--- src/rtl/k423_mem_arb.sv ---
// rtl/k423_mem_arb.sv - two-port (fetch/load-store) round-robin memory arbiter with in-order response routing
module k423_mem_arb #(
    parameter int ADDR_W    = 32,
    parameter int DATA_W    = 32,
    parameter int OST_DEPTH = 2
) (
    input  logic              clk_i,
    input  logic              rst_n_i,
    // fetch port
    input  logic              if_req_vld_i,
    input  logic              if_req_wen_i,
    input  logic [ADDR_W-1:0] if_req_addr_i,
    input  logic [DATA_W-1:0] if_req_wdata_i,
    output logic              if_req_rdy_o,
    output logic              if_rsp_vld_o,
    output logic [DATA_W-1:0] if_rsp_rdata_o,
    // load/store port
    input  logic              ls_req_vld_i,
    input  logic              ls_req_wen_i,
    input  logic [ADDR_W-1:0] ls_req_addr_i,
    input  logic [DATA_W-1:0] ls_req_wdata_i,
    output logic              ls_req_rdy_o,
    output logic              ls_rsp_vld_o,
    output logic [DATA_W-1:0] ls_rsp_rdata_o,
    // shared memory port
    output logic              mem_req_vld_o,
    output logic              mem_req_wen_o,
    output logic [ADDR_W-1:0] mem_req_addr_o,
    output logic [DATA_W-1:0] mem_req_wdata_o,
    input  logic              mem_req_rdy_i,
    input  logic              mem_rsp_vld_i,
    input  logic [DATA_W-1:0] mem_rsp_rdata_i,
    // sticky: response arrived with nothing outstanding
    output logic              arb_err_o
);

    localparam int PTR_W = $clog2(OST_DEPTH);
    localparam int CNT_W = PTR_W + 1;

    // Requester IDs as stored in the outstanding FIFO
    localparam logic ID_IF = 1'b0;
    localparam logic ID_LS = 1'b1;

    logic                 last_q, last_d;
    logic                 lock_q, lock_d;
    logic                 lock_id_q, lock_id_d;
    logic [OST_DEPTH-1:0] id_mem_q, id_mem_d;
    logic [PTR_W-1:0]     wr_ptr_q, wr_ptr_d;
    logic [PTR_W-1:0]     rd_ptr_q, rd_ptr_d;
    logic [CNT_W-1:0]     count_q, count_d;
    logic                 err_q, err_d;

    logic gnt;
    logic gnt_vld;
    logic ost_full;
    logic ost_empty;
    logic push;
    logic pop;
    logic head_id;

    // Grant selection: a stalled requester keeps the grant; otherwise single requester wins, ties go to the one not last accepted
    always_comb begin
        gnt = ~last_q;
        if (lock_q && (lock_id_q ? ls_req_vld_i : if_req_vld_i)) begin
            gnt = lock_id_q;
        end else if (if_req_vld_i && !ls_req_vld_i) begin
            gnt = ID_IF;
        end else if (ls_req_vld_i && !if_req_vld_i) begin
            gnt = ID_LS;
        end
    end

    assign gnt_vld   = (gnt == ID_LS) ? ls_req_vld_i : if_req_vld_i;
    assign ost_full  = (count_q == CNT_W'(OST_DEPTH));
    assign ost_empty = (count_q == '0);

    assign mem_req_vld_o   = gnt_vld & ~ost_full;
    assign mem_req_wen_o   = (gnt == ID_LS) ? ls_req_wen_i   : if_req_wen_i;
    assign mem_req_addr_o  = (gnt == ID_LS) ? ls_req_addr_i  : if_req_addr_i;
    assign mem_req_wdata_o = (gnt == ID_LS) ? ls_req_wdata_i : if_req_wdata_i;

    assign if_req_rdy_o = (gnt == ID_IF) & mem_req_rdy_i & ~ost_full;
    assign ls_req_rdy_o = (gnt == ID_LS) & mem_req_rdy_i & ~ost_full;

    // A pop only happens when something is outstanding; a stray response is dropped
    assign push    = mem_req_vld_o & mem_req_rdy_i;
    assign pop     = mem_rsp_vld_i & ~ost_empty;
    assign head_id = id_mem_q[rd_ptr_q];

    assign if_rsp_vld_o   = pop & (head_id == ID_IF);
    assign ls_rsp_vld_o   = pop & (head_id == ID_LS);
    assign if_rsp_rdata_o = mem_rsp_rdata_i;
    assign ls_rsp_rdata_o = mem_rsp_rdata_i;

    assign arb_err_o = err_q;

    // Next-state for round-robin pointer, grant lock, ID FIFO and error flag
    always_comb begin
        last_d    = last_q;
        lock_d    = gnt_vld & ~push;
        lock_id_d = gnt;
        id_mem_d  = id_mem_q;
        wr_ptr_d  = wr_ptr_q;
        rd_ptr_d  = rd_ptr_q;
        count_d   = count_q;
        err_d     = err_q | (mem_rsp_vld_i & ost_empty);

        if (push) begin
            last_d             = gnt;
            id_mem_d[wr_ptr_q] = gnt;
            wr_ptr_d           = wr_ptr_q + PTR_W'(1);
        end
        if (pop) begin
            rd_ptr_d = rd_ptr_q + PTR_W'(1);
        end
        case ({push, pop})
            2'b10:   count_d = count_q + CNT_W'(1);
            2'b01:   count_d = count_q - CNT_W'(1);
            default: count_d = count_q;
        endcase
    end

    // State registers; reset discards anything outstanding
    always_ff @(posedge clk_i or negedge rst_n_i) begin
        if (!rst_n_i) begin
            last_q    <= ID_IF;
            lock_q    <= 1'b0;
            lock_id_q <= ID_IF;
            id_mem_q  <= '0;
            wr_ptr_q  <= '0;
            rd_ptr_q  <= '0;
            count_q   <= '0;
            err_q     <= 1'b0;
        end else begin
            last_q    <= last_d;
            lock_q    <= lock_d;
            lock_id_q <= lock_id_d;
            id_mem_q  <= id_mem_d;
            wr_ptr_q  <= wr_ptr_d;
            rd_ptr_q  <= rd_ptr_d;
            count_q   <= count_d;
            err_q     <= err_d;
        end
    end

endmodule

--- config.mk ---
export PLATFORM = sky130hd
export DESIGN_NAME = k423_mem_arb
export DESIGN_NICKNAME = d
export VERILOG_FILES = /design/src/rtl/k423_mem_arb.sv
export SDC_FILE = /design/constraint.sdc
export NUM_CORES = 1
export LEC_CHECK = 0
export ABC_AREA = 1
export CAP_MARGIN = 20
export CORE_AREA = 2 2 119 121
export CTS_BUF_LIST = sky130_fd_sc_hd__clkbuf_4 sky130_fd_sc_hd__clkbuf_8
export DETAILED_ROUTE_END_ITERATION = 8
export DIE_AREA = 0 0 121 123
export SYNTH_ARGS = -nofsm -noshare
export SYNTH_HDL_FRONTEND = slang
export SYNTH_SLANG_ARGS = --single-unit
--- constraint.sdc ---
create_clock -name clk_i -period 1.9 [get_ports clk_i]
set_input_delay 0.285 -clock clk_i [delete_from_list [all_inputs] [get_ports clk_i]]
set_output_delay 0.285 -clock clk_i [all_outputs]
set_load 0.01 [all_outputs]
==> key figures, run 1 <==
Cells and area
  – Area grow syn2layout: 94.9%
  – Layout Utilization: 28.6%
  – Fillers: 1,508
  – Diodes inserted: 0
  – Nets: 664
  – Layout cells sized above 1: 22.1%

Setup path
  – FF-to-FF path depth: 8
  – Crit path top cell by count: nand2_1
  – Critical path's top delay family: buffers and inverters
  – Number of cells on the critical path: 9
  – Arrival time at the worst endpoint: 1.55 ns
  – Kind of critical path: reg2out
  – Crit path cell chain: inv_1, nand2_1, nand2_2, nand2_4, buf_6, clkbuf_16, nand3_1, nand2_1, clkdlybuf4s15_2
  – CP bufs+invs: 4
  – Type of origin of the critical path: flip-flop
  – Crit-path max FO: 8
  – Crit-path max cell delay: 0.37 ns
  – Setup crit end kind: primary output
  – R2r setup slk: 0.37 ns
  – Slowest CP cell: dfrtp_1
  – Required time of the critical path: 1.62 ns

GRT
  – Largest net degree at the start of global routing: 34
  – Vias in the first global route: 2,474
  – First-pass GRT wire length: 13,200 µm
  – Overflow after GRT: 0
  – Total GRT Usage: 11.2%
  – Initial antenna violation count: 0

Synth
  – Cell taking the most area after synthesis: nand2_1
  – Synth top area cells: nand2_1 28%, buf_4 26%, nand3_1 15%
  – Adder-Cell Fraction of Synth Area: 0.627%
  – Top cell type's share of synthesized area: 28.4%
  – Synth Cell Area: 2000 µm²
  – Largest family of logic cells by synthesized area: simple AND/OR/NAND/NOR gates
  – Post-synth net total: 515
  – Fraction of synthesized cell area in xor and xnor cells: 1.32%
  – Syn avg cell area: 5.77 µm²
  – Post-Synthesis Cells: 346
  – Multiplexer area fraction after synthesis: 0%
  – Synth Area in Simple Gates: 50.0%
  – Register area share after synthesis: 12.5%
  – Compound-cell area share of the yosys netlist: 1.44%
  – #FFs+latches synth: 10
  – Synth warnings: 0
  – Synth cell types: 20

STA
  – Final min period: 1.83 ns
  – Max frequency: 545 MHz
  – Final Hold Fails: 0
  – Setup TNS: 0 ns
  – # setup viols final: 0
  – Worst relative slew slack: 69.7%
  – Final period util: 96.5%
  – Pin slew with the least headroom to its limit: 0.453 ns
  – Final WS setup: 0.0663 ns
  – Skew final: 0.00201 ns
  – RSZ-0062 raised after global routing: true
  – Fin. max-slew vios: 0

Detailed routing
  – Routed Antenna Nets: 0
  – DRT iter0 DRCs: 89
  – Overall routed net length: 9980 µm
  – DRC errors left: 0
  – WL/cell: 14.8 µm
  – Drt first pass iters: 4
  – DR vias: 2,701
  – Vias per cell: 4.01

Die
  – Starting Density: 14.7%
  – IO Count: 303
  – Placeable Area: 13,600 µm²
  – Row count: 43
  – Chip Height: 123 µm
  – DIE WIDTH: 121 µm
  – Die area: 14,900 µm²

CTS
  – Htree depth: 1
  – Cts bufs inserted: 3
  – Clk_lat worst skew: 0.24 ns
  – CTS clk-pin slew, worst paths: 0.05 ns
  – Max Buffers Root-to-Sink: 2
  – CTS sink cnt: 10
  – CTS tree: built
  – CTS Hold Bufs: 0
  – CTS root buf: clkbuf_8

Place
  – Pre-CTS setup slack: -0.449 ns
  – GPL Wtd Cong: 0.761
  – Hpwl dp: 6450 µm
  – # port buffers: 206

Pwr
  – Pwr Density: 913 nW/µm²
  – Lkg Pwr: 1.99 nW
  – Worst VDD drop: 0.596 mV

Run
  – MaxCap Viol Count: 0

Outcome
  – Outcome: finished, final reports clean

Min path
  – Class of the worst hold path: in2async
[sequential cells by signal (all words and copies together), names as in the netlist]
name and cells:
count_q 2, lock_q 1, lock_id_q 1, id_mem_q 2, arb_err_o 1, wr_ptr_q 1, rd_ptr_q 1, last_q 1
[cell usage after synthesis]
cell and instances:
xnor2_1 2, nand4_1 2, nand2_1 151, nand3_2 7
dfrtp_1 10, clkbuf_1 1, inv_1 12, a31o_2 1
nand3_1 59, buf_6 5, nor2_1 6, buf_2 10
nand2_2 4, xor2_1 1, or2_2 1, ha_1 1
buf_4 68, a21oi_1 3, buf_8 1, o21ai_0 1
[repair_timing]
item                       in CTS  in global routing
setup buffers                   4                  1
gates cloned                    5                  4
setup endpoints to repair      68                 70
pin swaps                       3                  1
resized for setup             146                 92
[stage by stage]
step / instance area [µm²] / instances / hold WS [ns] / total power [mW]
3_3_place_gp: 3790 / 657 / 0.455 / 2.97
6_report: 3890 / 674 / 0.367 / 3.56
4_1_cts: 4060 / 670 / 0.391 / 3.57
5_1_grt: 3890 / 674 / 0.410 / 3.88
2_1_floorplan: 2000 / 346 / -0.0106 / 1.79
3_5_place_dp: 3790 / 657 / 0.466 / 3.01
[area by class of cell]
class	instances	area, µm²	share of cell area, %
multi-input cells	239	1100	28.4
repair buffers	229	2210	56.8
clock buffers	4	55.1	1.41
well taps	180	225	5.79
inverters	12	45.0	1.16
flip-flops and latches	10	250	6.43
[layer usage]
metal | share of wire (%) | up-vias | global-route usage [%] | wire [µm]
met5 | 0 | - | 0 | 0
met4 | 1.3 | 0 | 1.67 | 131
met3 | 11 | 17 | 4.20 | 1130
met2 | 48 | 157 | 20.1 | 4820
met1 | 39 | 1206 | 13.1 | 3890
li1 | - | 1321 | - | -
[cell families after synthesis]
kind of cell    count (synthesis)
simple gates                  230
fa+ha+maj                       1
flops                          10
compound gates                  5
buf+inv                        97
xor+xnor                        3
[where the power goes]
part           total [mW]  internal, mW  switching [mW]
sequential          0.369         0.304          0.0641
combinational        2.92          1.44            1.48
clock               0.266         0.182          0.0836
total                3.56          1.93            1.63
[layout by cell type, fill, tap and decap left out, types with 4 or more instances in the layout]
cell               n
dfrtp_1           10
buf_2             17
buf_12             7
nand3_2            9
clkbuf_16          4
clkdlybuf4s50_1  134
clkdlybuf4s15_2    9
nand2_1          149
clkbuf_8           4
buf_4              7
buf_16             4
clkbuf_2          39
nor2_1             6
nand3_1           57
inv_1             12
[final timing paths]
| check | startpoint | to |
|---|---|---|
| min in group clk_i | arb_err_o | arb_err_o |
| setup reg to reg | count_q[0] | count_q[1] |
| setup / recovery | lock_q | mem_req_addr_o[26] |
| max in group asynchronous | rst_n_i | count_q[1] |
| hold reg to reg | arb_err_o | arb_err_o |
| hold / removal | rst_n_i | arb_err_o |
(Power assumes the default switching activity.)
==> inputs of run 2 (changes only) <==
--- a/config.mk
+++ b/config.mk
@@ -11,6 +11,8 @@
 export CTS_BUF_LIST = sky130_fd_sc_hd__clkbuf_4 sky130_fd_sc_hd__clkbuf_8
 export DETAILED_ROUTE_END_ITERATION = 8
 export DIE_AREA = 0 0 121 123
+export SKIP_CTS_REPAIR_TIMING = 1
+export SLEW_MARGIN = 10
 export SYNTH_ARGS = -nofsm -noshare
 export SYNTH_HDL_FRONTEND = slang
 export SYNTH_SLANG_ARGS = --single-unit
==> run 2 against run 1 <==
Count of clock-buffer cells in the layout unchanged. Fmax is 3.5% lower. Largest power group unchanged. Clock skew barely moved. Die area stayed put. Combinational power is 8.9% higher. Total power rose by 7.2%. Critical path depth increased by 2. Setup slack lost 0.066 ns. Wire length is 8.7% higher. Sequential power about the same. Highest routed layer unchanged. Clock power about the same. Cell area increased by 6.9%.
==> key figures, run 2 (synthesis gave the netlist of run 1 again) <==
STA
  – Pin slew with the least headroom to its limit: 0.450 ns (was 0.453 ns)
  – Fin. max-slew vios: 0 (unchanged)
  – Final Hold Fails: 0 (unchanged)
  – Final min period: 1.90 ns (was 1.83 ns)
  – # setup viols final: 0 (unchanged)
  – Setup TNS: 0 ns (unchanged)
  – Final period util: 100% (was 96.5%)
  – Skew final: 0.00208 ns (was 0.00201 ns)
  – Max frequency: 526 MHz (was 545 MHz)
  – Worst relative slew slack: 69.9% (was 69.7%)
  – Final WS setup: 0.000374 ns (was 0.0663 ns)
  – RSZ-0062 raised after global routing: true (unchanged)

Place
  – GPL Wtd Cong: 0.761 (unchanged)
  – Placed cells: 657 (unchanged)
  – Hpwl dp: 6450 µm (unchanged)
  – # port buffers: 206 (unchanged)
  – Pre-CTS setup slack: -0.449 ns (unchanged)

Setup path
  – Arrival time at the worst endpoint: 1.61 ns (was 1.55 ns)
  – Worst R2R End: id_mem_q[1] (was count_q[1])
  – Worst R2R Start: lock_q (was count_q[0])
  – FF-to-FF path depth: 12 (was 8)
  – Crit path top cell by count: nand2_1 (unchanged)
  – Crit-path max cell delay: 0.37 ns (about the same)
  – Critical path's top delay family: buffers and inverters (unchanged)
  – Kind of critical path: reg2out (unchanged)
  – Number of cells on the critical path: 11 (was 9)
  – R2r setup slk: 0.32 ns (was 0.37 ns)
  – CP bufs+invs: 5 (was 4)
  – Slowest CP cell: dfrtp_1 (unchanged)
  – Crit path cell chain: inv_1, nand2_1, nand2_2, nand2_4, nand2_4, buf_6, buf_12, clkbuf_16, nand2_1, nand2_1, buf_2 (was inv_1, nand2_1, nand2_2, nand2_4, buf_6, clkbuf_16, nand3_1, nand2_1, clkdlybuf4s15_2)
  – Crit-path max FO: 8 (unchanged)
  – Setup crit end kind: primary output (unchanged)
  – Required time of the critical path: 1.62 ns (about the same)
  – Type of origin of the critical path: flip-flop (unchanged)

Detailed routing
  – Drt first pass iters: 4 (unchanged)
  – M1 wire length: 4030 µm (was 3890 µm)
  – DR vias: 2,813 (was 2,701)
  – DRC errors left: 0 (unchanged)
  – DRT iter0 DRCs: 123 (was 89)
  – Top layer used by detailed routing: met4 (unchanged)
  – WL met3: 1290 µm (was 1130 µm)
  – Routed Antenna Nets: 0 (unchanged)
  – Overall routed net length: 10,800 µm (was 9980 µm)
  – Vias per cell: 4.09 (was 4.01)
  – WL/cell: 15.8 µm (was 14.8 µm)
  – Wire length on met2: 5390 µm (was 4820 µm)

CTS
  – Htree depth: 1 (unchanged)
  – CTS tree: built (unchanged)
  – Max Buffers Root-to-Sink: 2 (unchanged)
  – CTS clk-pin slew, worst paths: 0.05 ns (about the same)
  – CTS sink cnt: 10 (unchanged)
  – Clk_lat worst skew: 0.24 ns (about the same)
  – CTS root buf: clkbuf_8 (unchanged)
  – Cts bufs inserted: 3 (unchanged)

Cells and area
  – Diodes inserted: 0 (unchanged)
  – Fin cells: 688 (was 674)
  – Area grow syn2layout: 108% (was 94.9%)
  – Most frequent cells in the layout: 134 x clkdlybuf4s50_1, 118 x nand2_1, 59 x nand3_1 (was 149 x nand2_1, 134 x clkdlybuf4s50_1, 57 x nand3_1)
  – Nets: 678 (was 664)
  – Layout Utilization: 30.6% (was 28.6%)
  – Registers with the most flip-flops: count_q (2), id_mem_q (2) (unchanged)
  – Commonest non-fill, non-tap cell in the layout: clkdlybuf4s50_1 (was nand2_1)
  – Layout cells sized above 1: 29.3% (was 22.1%)

Min path
  – Class of the worst hold path: in2async (unchanged)

GRT
  – Largest net degree at the start of global routing: 67 (was 34)
  – Total GRT Usage: 9.18% (was 11.2%)
  – Overflow after GRT: 0 (unchanged)
  – Initial antenna violation count: 0 (unchanged)
  – Vias in the first global route: 2,271 (was 2,474)
  – First-pass GRT wire length: 11,300 µm (was 13,200 µm)

Pwr
  – Switching share of power: 44.9% (was 45.8%)
  – Combinational share of power: 83.4% (was 82.2%)
  – Worst VDD drop: 0.599 mV (was 0.596 mV)
  – P_sw: 1.71 mW (was 1.63 mW)
  – P_int: 2.10 mW (was 1.93 mW)
  – Power, Total: 3.81 mW (was 3.56 mW)
  – Clock share of power: 7.0% (was 7.5%)
  – Lkg Pwr: 2.18 nW (was 1.99 nW)
  – Seq pwr share: 9.7% (was 10.4%)
  – Pwr Density: 916 nW/µm² (was 913 nW/µm²)

Die
  – Placeable Area: 13,600 µm² (unchanged)
  – IO Count: 303 (unchanged)
  – Row count: 43 (unchanged)
  – Starting Density: 14.7% (unchanged)
  – DIE WIDTH: 121 µm (unchanged)
  – Chip Height: 123 µm (unchanged)
  – Die area: 14,900 µm² (unchanged)

Outcome
  – Outcome: finished, final reports clean (unchanged)

Run
  – MaxCap Viol Count: 0 (unchanged)
## run 2: cell types whose count changed in the layout (fill, tap and decap cells not counted), moves of 6 or more
cell | previous run | this run
clkdlybuf4s15_2 | 9 | 0
buf_2 | 17 | 45
nand2_2 | 3 | 30
dlymetal6s2s_1 | 3 | 10
clkbuf_16 | 4 | 10
buf_4 | 7 | 14
buf_6 | 1 | 13
clkbuf_2 | 39 | 8
nand2_1 | 149 | 118
## run 2: layout make-up
cell class,count,area [µm²]
fill,1478,9450
timing repair buffer,243,2400
multi-input combinational,239,1180
sequential,10,250
tap,180,225
clock buffer,4,55.1
inverter,12,45.0
## run 2: metal layers
metal,GRT usage [%],up-vias
met3,4.20,17
met1,10.3,1274
met2,16.1,176
li1,-,1346
met4,1.67,0
met5,0,-
## run 2: metrics by stage
stage / hold slack [ns] / cell area [µm²]
floorplan: -0.0106 / 2000
detailed placement: 0.466 / 3790
finish: 0.366 / 4160
global route: 0.410 / 4160
CTS: 0.391 / 3840
global placement: 0.455 / 3790
## run 2: worst max path at each step
| stage | startpoint | to | slack, ns |
|---|---|---|---|
| global route | lock_q | mem_req_addr_o[10] | -0.1 |
| finish | lock_q | mem_req_addr_o[25] | 0.0004 |
| global placement | ls_req_vld_i | mem_req_addr_o[16] | -0.46 |
| CTS | ls_req_vld_i | mem_req_addr_o[16] | -0.46 |
| floorplan | count_q[0] | count_q[1] | 0.43 |
| detailed placement | ls_req_vld_i | mem_req_addr_o[4] | -0.45 |
## run 2: power groups by stage
stage	Combinational, mW	Sequential (mW)	Clock, mW
final	3.18	0.369	0.266
after CTS	2.65	0.370	0.274
after detailed placement	2.63	0.373	0
after floorplan	1.43	0.356	0
after global placement	2.61	0.367	0
after global routing	3.46	0.383	0.288
==> inputs of run 3 (changes only) <==
--- a/config.mk
+++ b/config.mk
@@ -6,7 +6,6 @@
 export NUM_CORES = 1
 export LEC_CHECK = 0
 export ABC_AREA = 1
-export CAP_MARGIN = 20
 export CORE_AREA = 2 2 119 121
 export CTS_BUF_LIST = sky130_fd_sc_hd__clkbuf_4 sky130_fd_sc_hd__clkbuf_8
 export DETAILED_ROUTE_END_ITERATION = 8
==> results of run 3 <==
Same layout as run 2: the final DEF is identical, and so are final timing and power.
